## src/rtl/shift_deserializer_pkg.sv

```systemverilog
// deser_pkg: shared types and default sizing for the bit-serial deserializer.
//   state_e          - two-state word assembly FSM (IDLE, SHIFT)
//   DEFAULT_WIDTH    - default word width; must match the serializer tree width
//   DEFAULT_LOGWIDTH - log2(DEFAULT_WIDTH); sizes the bit counter
package deser_pkg;

  // Kept equal to the serializer's tree width so that both ends of the link
  // agree on the word size.
  localparam int DEFAULT_WIDTH    = 8;
  localparam int DEFAULT_LOGWIDTH = 3;

  typedef enum logic {
    IDLE  = 1'b0,
    SHIFT = 1'b1
  } state_e;

endpackage

```

## src/rtl/shift_deserializer.sv

```systemverilog
// shift_deserializer: assembles WIDTH consecutive valid serial bits (LSB first)
// into a word and presents it through a one-entry valid/ready output register.
// Ports:
//   clk        in   bit clock, all logic on posedge
//   reset      in   synchronous active-high reset
//   data_i     in   serial data bit, sampled when valid_i=1
//   valid_i    in   qualifies data_i; high for exactly WIDTH cycles per word
//   ready_i    in   consumer accepts data_o when valid_o & ready_i
//   data_o     out  assembled word, bit 0 = first received bit
//   valid_o    out  data_o holds an unconsumed word
//   abort_o    out  one-cycle pulse: valid_i dropped mid-word
//   overflow_o out  one-cycle pulse: completed word dropped, output register full
module shift_deserializer
  import deser_pkg::*;
#(
  parameter int WIDTH    = DEFAULT_WIDTH,
  parameter int LOGWIDTH = DEFAULT_LOGWIDTH
) (
  input  logic             clk,
  input  logic             reset,
  input  logic             data_i,
  input  logic             valid_i,
  input  logic             ready_i,
  output logic [WIDTH-1:0] data_o,
  output logic             valid_o,
  output logic             abort_o,
  output logic             overflow_o
);

  localparam logic [LOGWIDTH-1:0] CNT_LAST = LOGWIDTH'(WIDTH - 1);
  localparam logic [LOGWIDTH-1:0] CNT_ONE  = {{(LOGWIDTH-1){1'b0}}, 1'b1};

  state_e              state_q, state_d;
  logic [LOGWIDTH-1:0] cnt_q, cnt_d;
  // The last bit of a word is taken straight from data_i, so only WIDTH-1
  // bits ever need to be held.
  logic [WIDTH-2:0]    shreg_q, shreg_d;
  logic                abort_q, abort_d;
  logic [WIDTH-1:0]    data_q, data_d;
  logic                valid_q, valid_d;
  logic                overflow_q, overflow_d;

  logic                word_done;
  logic [WIDTH-1:0]    word_in;

  assign word_in = {data_i, shreg_q};

  // Next-state logic for the assembly FSM, bit counter and shift register.
  always_comb begin
    state_d   = state_q;
    cnt_d     = cnt_q;
    shreg_d   = shreg_q;
    word_done = 1'b0;
    abort_d   = 1'b0;
    case (state_q)
      IDLE: begin
        if (valid_i) begin
          shreg_d[0] = data_i;
          cnt_d      = CNT_ONE;
          state_d    = SHIFT;
        end else begin
          state_d = IDLE;
        end
      end
      SHIFT: begin
        if (!valid_i) begin
          // Frame ended early: discard the partial word.
          abort_d = 1'b1;
          cnt_d   = '0;
          state_d = IDLE;
        end else if (cnt_q == CNT_LAST) begin
          word_done = 1'b1;
          cnt_d     = '0;
          state_d   = IDLE;
        end else begin
          shreg_d[cnt_q] = data_i;
          cnt_d          = cnt_q + CNT_ONE;
        end
      end
      default: begin
        state_d = IDLE;
        cnt_d   = '0;
      end
    endcase
  end

  // State, counter, shift register and abort pulse registers.
  always_ff @(posedge clk) begin
    if (reset) begin
      state_q <= IDLE;
      cnt_q   <= '0;
      shreg_q <= '0;
      abort_q <= 1'b0;
    end else begin
      state_q <= state_d;
      cnt_q   <= cnt_d;
      shreg_q <= shreg_d;
      abort_q <= abort_d;
    end
  end

  // Next value of the one-entry output register and the overflow pulse.
  always_comb begin
    data_d     = data_q;
    valid_d    = valid_q;
    overflow_d = 1'b0;
    if (word_done) begin
      // A consumer taking the held word this cycle frees the slot for the
      // word completing in the same cycle.
      if (!valid_q || ready_i) begin
        data_d  = word_in;
        valid_d = 1'b1;
      end else begin
        overflow_d = 1'b1;
      end
    end else if (valid_q && ready_i) begin
      valid_d = 1'b0;
    end else begin
      valid_d = valid_q;
    end
  end

  // Output register and overflow pulse.
  always_ff @(posedge clk) begin
    if (reset) begin
      data_q     <= '0;
      valid_q    <= 1'b0;
      overflow_q <= 1'b0;
    end else begin
      data_q     <= data_d;
      valid_q    <= valid_d;
      overflow_q <= overflow_d;
    end
  end

  assign data_o     = data_q;
  assign valid_o    = valid_q;
  assign abort_o    = abort_q;
  assign overflow_o = overflow_q;

endmodule

```

## config.mk

```make
export PLATFORM = sky130hd
export DESIGN_NAME = shift_deserializer
export DESIGN_NICKNAME = d
export VERILOG_FILES = /design/src/rtl/shift_deserializer_pkg.sv /design/src/rtl/shift_deserializer.sv
export SDC_FILE = /design/constraint.sdc
export NUM_CORES = 1
export LEC_CHECK = 0
export BUFFER_PORTS_ARGS = -buffer_cell sky130_fd_sc_hd__buf_4
export CAP_MARGIN = 20
export CORE_MARGIN = 1.5
export CORE_UTILIZATION = 50
export CTS_BUF_LIST = sky130_fd_sc_hd__clkbuf_4 sky130_fd_sc_hd__clkbuf_8
export DETAILED_ROUTE_END_ITERATION = 8
export PLACE_DENSITY = 0.73
export RECOVER_POWER = 25
export SLEW_MARGIN = 0
export SYNTH_ARGS = -nofsm -noshare
export SYNTH_HDL_FRONTEND = slang
export SYNTH_SLANG_ARGS = --single-unit
```

## constraint.sdc

```tcl
create_clock -name clk -period 4.35 [get_ports clk]
set_input_delay 0.435 -clock clk [delete_from_list [all_inputs] [get_ports clk]]
set_output_delay 0.435 -clock clk [all_outputs]
set_load 0.01 [all_outputs]
```

# Word level (Yosys, flattened, before mapping)
# Cells that the tools add are included.
# totals
in_bits	5
wordCells	53
out_inout_bits	11
register_bits	22
# op_classes
order_cmp	2
bitwise_logic	3
n_reduce_logical	11
n_addsub	1
muxes	23
n_eq_ne	5
# op_table
operator	n
1-bit 2-to-1 mux	15
3-bit 2-to-1 mux	3
7-bit bitwise mux	1
2-bit != test, second input constant	3
3-bit case mux with 2 select lines	1
3-bit AND reduction	2
3-bit by 4-bit less-than comparator with 1-bit output, second input constant	1
1-bit case mux with 2 select lines	2
2-bit AND reduction	2
2-bit OR reduction	2
3-bit by 1-bit adder with 3-bit output, second input constant	1
1-bit demux with 3-bit select	1
3-bit == test, second input constant	1
3-bit by 1-bit >= comparator with 1-bit output, second input constant	1
1-bit NOT	3
1-bit logical AND	2
2-bit by 1-bit != test with 1-bit output, second input constant	1
2-bit nonzero test	1
1-bit logical NOT	1
1-bit logical OR	1

# Longest topological paths before layout
# Gate-level depths: netlist (run 1).
# depth
word_depth	8
depth_mapped	6
depth_no_buf	5

# Least setup slack after synthesis (run 1)
# No wires, ideal clock.
# synth_timing
path_type	reg-to-reg
from	register cnt_q[0]
to	register shreg_q[0]
setup_time_ns	0.131
arrival_time_ns	1.263
path_stages_with_launch	6
slack_ns	2.956
n_path_buf	0
required_time_ns	4.219
cell_sequence	dfxtp_1 > ha_1 > ha_1 > o41ai_1 > a21bo_2 > a21oi_1
# synth_between
elab_chain_len	8
# synth_rtl
element	line_no	text
start, declared	shift_deserializer.sv:34	logic [LOGWIDTH-1:0] cnt_q, cnt_d;
start signal, assigned	shift_deserializer.sv:96	cnt_q <= cnt_d;
3-bit by 4-bit less-than comparator with 1-bit output (implied by the code) / 3-bit by 1-bit >= comparator with 1-bit output (equally long branches)	shift_deserializer.sv:76	shreg_d[cnt_q] = data_i;
1-bit logical AND (implied by the code)	shift_deserializer.sv:76	
1-bit 2-to-1 mux (implied by the code)	shift_deserializer.sv:76	
1-bit demux with 3-bit select	shift_deserializer.sv:76	
7-bit bitwise mux	shift_deserializer.sv:76	
1-bit 2-to-1 mux	shift_deserializer.sv:71	end else if (cnt_q == CNT_LAST) begin
1-bit 2-to-1 mux	shift_deserializer.sv:66	if (!valid_i) begin
1-bit case mux with 2 select lines	shift_deserializer.sv:55	case (state_q)
end signal, assigned	shift_deserializer.sv:97	shreg_q <= shreg_d;
end, declared	shift_deserializer.sv:37	logic [WIDTH-2:0] shreg_q, shreg_d;
# Several ways; a longest one is shown, not always the timed one. The select of a mux whose other input is x is not followed.
# A chain may end at the register's enable or synchronous reset.

# Final worst setup path (run 1)
# Ends and elaborated chain as after synthesis.

==> run_results.csv, run 1 <==
group,metric,value,unit
clock_tree,cts_buffer_depth,2,
clock_tree,post_cts_setup_buffer_count,0,
sta,timing.final.crit_share,36.80,%
sta,max_freq,624.6,MHz
logic_synthesis,seq_area_frac_synth,46.25,%
logic_synthesis,synth.avg_cell_area,10.13,sq um
placement,gp_congestion,0.7215,
clock_tree,htree_levels,1,
global_route,initial_antenna_violation_count,0,
detailed_routing,drt_iter0_markers,7,
finish,fraction_of_layout_instances_using_a_drive_strength_above_1,13.89,%
clock_tree,root_buffer,"sky130_fd_sc_hd__clkbuf_4",
logic_synthesis,syn-instance-count,94,
clock_tree,clk_pin_slew,0.13,ns
run,cap_violations,0,
critical_path,cp_common_cell,"sky130_fd_sc_hd__ha_1",
die,rows,15,
sta,tightest_pin_transition,0.4674,ns
run_status,outcome,"finished clean",
logic_synthesis,synth.top_cell.area_share,46.25,%
placement,detailed_place_hpwl,1202,um
finish,fillerInstances,179,
clock_tree,tritoncts_clock_tree,"done",
die,initial_utilization,53.97,%
global_route,groute.usage.overall,17.92,%
detailed_routing,avgRoutedWirePerCell,12.68,um
logic_synthesis,synth.area.top_cells,"sky130_fd_sc_hd__dfxtp_1 (46%), sky130_fd_sc_hd__mux2i_1 (15%), sky130_fd_sc_hd__nand2b_1 (12%)",
die,core-area,1764,sq um
logic_synthesis,synthDistinctLibCells,23,
global_route,grt_max_degree,25,
die,chip_width,46.64,um
critical_path,slowest_delay,0.41,ns
critical_path,critical_path_class,"register to register",
critical_path,maximum_fanout_encountered_on_the_critical_timing_path,6,
clock_tree,numCtsBuffers,3,
sta,fin_worst_hold_slack,0.3711,ns
power,power.density_cell_area,348.8,nW/um^2
detailed_routing,dr.pass1.iters,4,
finish,most_frequent_cells_in_the_layout,"sky130_fd_sc_hd__dfxtp_1 (22), sky130_fd_sc_hd__nand2b_1 (18), sky130_fd_sc_hd__mux2i_1 (14), sky130_fd_sc_hd__buf_4 (9), sky130_fd_sc_hd__nand2_1 (7)",
logic_synthesis,ys_warn_count,0,
sta,timing.final.crit_period,1.601,ns
sta,fin_tns_setup,0,ns
logic_synthesis,netlist_area,952.2,sq um
worst_hold_path,min_path_type,"primary input to register",
sta,rsz_0062_raised_after_global_routing,"false",
critical_path,worst_setup_path_start_kind,"register",
global_route,vias_in_the_first_global_route,621,
finish,layout.cells.most_common,"sky130_fd_sc_hd__dfxtp_1",
critical_path,worstPathCellList,"ha_1, ha_1, o41ai_1, a21bo_2, a21oi_1",
global_route,groute.layer.met1.usage,23.33,%
critical_path,critPathArrivalTime,1.81,ns
logic_synthesis,synth-seq-cells,22,
detailed_routing,vias,696,
detailed_routing,post-route-drc-count,0,
clock_tree,holdBufCountCts,0,
global_route,grt_first_pass_wirelength,2739,um
logic_synthesis,synth_top_area_cell,"sky130_fd_sc_hd__dfxtp_1",
die,total_die_area,2175,sq um
finish,insertedDiodeCount,0,
die,io_pins,16,
detailed_routing,avgViaCountPerCell,5.233,
critical_path,crit_path_top_delay_cell,"sky130_fd_sc_hd__o41ai_1",
global_route,grt.busiest_layer,"met2",
detailed_routing,detail-route-antenna-nets,0,
power,power_leakage,0.4895,nW
finish,syn2layout_area_growth,14.72,%
global_route,met2_capacity_usage_during_global_routing,28.33,%
sta,slew_viol_final,0,
power,maximum_resistive_drop_on_vdd,0.2582,mV
global_route,globalRoute.totalOverflow,0,
global_route,gr-usage-met3,2.353,%
clock_tree,worstSkewPairLatency,0.32,ns
finish,nets,117,
clock_tree,clock-sinks,22,
sta,setup_viol,0,
detailed_routing,totalWireLength,1687,um
critical_path,worst_ep_required_time,4.56,ns
sta,maxSlewHeadroom,68.43,%
critical_path,end_kind,"register",
logic_synthesis,synth.net_count,102,
sta,final.setup_skew,0.009785,ns
die,chipHeight,46.64,um
finish,final_util,61.91,%
placement,port_buffers,15,
clock_tree,postCtsResizedCells,0,
sta,hold_viol,0,
==> path summary, 6_finish.rpt <==
kind	start	endpoint	slack, ns	depth (start not counted)
worst min-delay path	valid_i	abort_o	0.37	2
worst max-delay path	cnt_q[0]	shreg_q[0]	2.75	5
worst min register to register	data_o[3]	data_o[3]	0.48	2
worst max register to register	cnt_q[0]	shreg_q[0]	2.75	5
==> synthesized netlist by cell type (all sizes together) <==
library cell,instances
a21oi,4
clkbuf,2
nand3,4
nor3,2
and4bb,1
a21bo,1
nor3b,1
nand4b,1
nand2b,18
inv,1
dfxtp,22
nand2,7
o41ai,1
and4b,1
o21a,1
mux2i,14
nor2b,3
ha,3
a211oi,1
buf,3
nor2,3
==> layer usage <==
layer  vias up  routed length [um]
met5         -                   0
met4         0                  43
met3         5                  41
met2        11                 785
met1       329                 817
li1        351                   -
==> state kept, by name, summed over array words and instances (netlist names) <==
signal	cells
abort_o	1
data_o	8
state_q	1
overflow_o	1
cnt_q	3
valid_o	1
shreg_q	7
==> logic make-up after synthesis <==
logic type               count (synthesis)  synth area share (%)
AO/OA/AOI/OAI                            8                 5.651
adder cells (fa/ha/maj)                  3                 3.943
buffers and inverters                    6                 3.942
flip-flops                              22                 46.25
multiplexers                            14                 14.72
AND/OR/NAND/NOR                         41                 25.49
==> worst max-delay path, delay by kind of cell, from the launching register on <==
kind | cells | cell delay (ns)
flops | 1 | 0.38
fa+ha+maj | 2 | 0.44
compound gates | 3 | 0.68
==> power by group <==
group	internal [mW]	total [mW]	switching [mW]
combinational	0.00841	0.0168	0.00839
clock	0.0932	0.157	0.0642
sequential	0.204	0.207	0.00297
==> cell type report <==
type	instances	area [sq um]	area share [%]
timing repair buffer	15	90.09	8.247
clock inverter	1	30.03	2.749
multi-input combinational	66	474.2	43.41
inverter	1	3.754	0.3436
clock buffer	3	22.52	2.062
sequential	22	440.4	40.32
tap	25	31.28	2.864
==> stage by stage <==
step           cells  setup slack, ns  total power [mW]  area (sq um)
2_1_floorplan     94            2.956            0.2230         952.2
3_3_place_gp     129            2.838            0.2277          1062
3_5_place_dp     129            2.782            0.2286          1062
4_1_cts          133            2.759            0.3846          1115
5_1_grt          133            2.662            0.3949          1092
6_report         133            2.749            0.3810          1092
(Power assumes the default switching activity.)
==> run 2, diff against run 1 <==
- clock period: 4.35 -> 1.6 ns (I/O delays scaled with it)
==> run 2 against run 1 <==
  * Utilization shrank 0.50 points
  * Worst setup slack lost 2.7 ns
  * Count of clock-buffer cells in the layout is the same
  * Via count shrank 2.4%
  * Highest routed layer unchanged
  * Total power grew 120%
  * Final area shrank 0.80%
  * Sequential power grew to 2.7 times the previous value
  * Critical path type unchanged
  * First-iteration DRC count grew 43%
==> run_results.csv, run 2 (same netlist as run 1, synthesis figures left out) <==
group,metric,value,unit
clock_tree,post_cts_setup_buffer_count,0,
sta,timing.final.ws_setup,0.05840,ns
critical_path,cp_common_cell,"sky130_fd_sc_hd__ha_1",
die,rows,15,
global_route,grt_first_pass_wirelength,2484,um
placement,gp_congestion,0.7125,
finish,most_frequent_cells_in_the_layout,"sky130_fd_sc_hd__dfxtp_1 (22), sky130_fd_sc_hd__nand2b_1 (17), sky130_fd_sc_hd__mux2i_1 (14), sky130_fd_sc_hd__buf_4 (11), sky130_fd_sc_hd__nand2_1 (7)",
run_status,outcome,"finished clean",
worst_hold_path,min_path_type,"primary input to register",
die,io_pins,16,
sta,timing.final.crit_share,96.35,%
finish,nets,118,
detailed_routing,vias,679,
detailed_routing,avgViaCountPerCell,5.105,
power,netSwitchingFraction,22.21,%
sta,max_freq,648.7,MHz
critical_path,timing.critical_path.buf_inv,0,
run,cap_violations,0,
global_route,grt_max_degree,25,
critical_path,critPathArrivalTime,1.74,ns
critical_path,cpLargestDelayFamily,"flip-flops",
critical_path,maximum_fanout_encountered_on_the_critical_timing_path,6,
clock_tree,root_buffer,"sky130_fd_sc_hd__clkbuf_4",
clock_tree,numCtsBuffers,3,
sta,hold_viol,0,
finish,layout.cells.most_common,"sky130_fd_sc_hd__dfxtp_1",
placement,post-place-cells,130,
finish,fillerInstances,181,
sta,rsz_0062_raised_after_global_routing,"true",
power,share_clk_of_total_power,28.9,%
power,p_int,0.6656,mW
placement,post-place-ws,0.02066,ns
global_route,initial_antenna_violation_count,0,
global_route,globalRoute.totalOverflow,0,
power,power.combinational.fraction,5.4,%
power,pwr-share-seq,65.6,%
critical_path,critical_path_class,"register to register",
clock_tree,holdBufCountCts,0,
clock_tree,clock-sinks,22,
placement,detailed_place_hpwl,1085,um
critical_path,crit_path_top_delay_cell,"sky130_fd_sc_hd__dfxtp_1",
die,initial_utilization,53.97,%
detailed_routing,totalWireLength,1576,um
sta,tightest_pin_transition,0.3285,ns
finish,largest_reg_flops,8,
global_route,groute.usage.overall,16.12,%
clock_tree,htree_levels,1,
detailed_routing,avgRoutedWirePerCell,11.85,um
clock_tree,cts_buffer_depth,2,
finish,fraction_of_layout_instances_using_a_drive_strength_above_1,16.67,%
detailed_routing,post-route-drc-count,0,
die,chip_width,46.64,um
sta,maxSlewHeadroom,78.07,%
die,total_die_area,2175,sq um
critical_path,worst_ep_required_time,1.79,ns
critical_path,slowest_delay,0.44,ns
power,power.density_cell_area,789.7,nW/um^2
clock_tree,tritoncts_clock_tree,"done",
power,power_leakage,0.4913,nW
detailed_routing,detail-route-antenna-nets,0,
die,core-area,1764,sq um
finish,ff_latch_area,440.4,sq um
critical_path,worst_setup_path_start_kind,"register",
clock_tree,clk_pin_slew,0.12,ns
power,switchingPower,0.1901,mW
critical_path,worstPathCellList,"ha_1, ha_1, nand3_2, nand2b_2, mux2i_1",
global_route,vias_in_the_first_global_route,579,
finish,insertedDiodeCount,0,
clock_tree,worstSkewPairLatency,0.30,ns
critical_path,end_kind,"register",
power,finalPower,0.8557,mW
finish,multi_input_area,484.2,sq um
sta,setup_viol,0,
sta,timing.final.crit_period,1.542,ns
detailed_routing,dr.pass1.iters,4,
die,chipHeight,46.64,um
sta,final.setup_skew,0.0009079,ns
finish,post_layout_nonfiller_instances,133,
detailed_routing,drt_iter0_markers,10,
placement,port_buffers,15,
power,maximum_resistive_drop_on_vdd,0.5528,mV
sta,fin_worst_hold_slack,0.1028,ns
finish,syn2layout_area_growth,13.80,%
sta,slew_viol_final,0,
[run 2: cell types whose count changed in the layout (fill, tap and decap cells not counted), sizes merged]
cell,delta
buf,+2
bufinv,-1
clkbuf,-1
[run 2: worst paths after layout]
kind                            startpoint   endpoint  slack, ns  cells after the start
worst max-delay path              cnt_q[0]  data_o[5]       0.06                      5
worst max register to register    cnt_q[0]  data_o[5]       0.06                      5
worst min-delay path               valid_i    abort_o       0.10                      2
worst min register to register   data_o[3]  data_o[3]       0.48                      2
[run 2: per-stage QoR]
stage | util (%) | instance area, sq um | TNS [ns]
after floorplan | - | 952.2 | 0
after global placement | 60.64 | 1070 | 0
after detailed placement | 60.64 | 1070 | 0
after CTS | 62.06 | 1095 | 0
after global routing | 61.42 | 1084 | -0.2005
final | 61.42 | 1084 | 0
[run 2: area by class of cell]
| cell class | count | area share, % |
|---|---|---|
| Inverter | 1 | 0.3464 |
| Multi-Input combinational cell | 66 | 44.69 |
| Timing Repair Buffer | 16 | 9.353 |
| Clock buffer | 3 | 2.079 |
| Tap cell | 25 | 2.887 |
| Sequential cell | 22 | 40.65 |
[run 2: repair_timing]
item | in CTS | in global routing
gates resized for setup | 1 | 1
pin swaps | 0 | 1
endpoints found under the hold margin | 0 | 0
endpoints found under the setup margin | 3 | 3
[run 2: metal layers]
layer | share of wire (%) | up-vias | global-route usage (%) | wire length (um)
li1 | - | 352 | - | -
met1 | 51 | 313 | 21.99 | 810
met2 | 44 | 10 | 23.61 | 693
met3 | 3.1 | 4 | 3.529 | 49
met4 | 1.5 | 0 | 8.333 | 24
met5 | 0 | - | 0 | 0
[run 2: power by group through the flow]
stage	clock, mW	combinational [mW]	sequential (mW)
3_3_place_gp	0	0.0461	0.573
4_1_cts	0.247	0.0468	0.561
3_5_place_dp	0	0.0466	0.573
6_report	0.247	0.0465	0.562
5_1_grt	0.267	0.0527	0.563
2_1_floorplan	0	0.0360	0.570
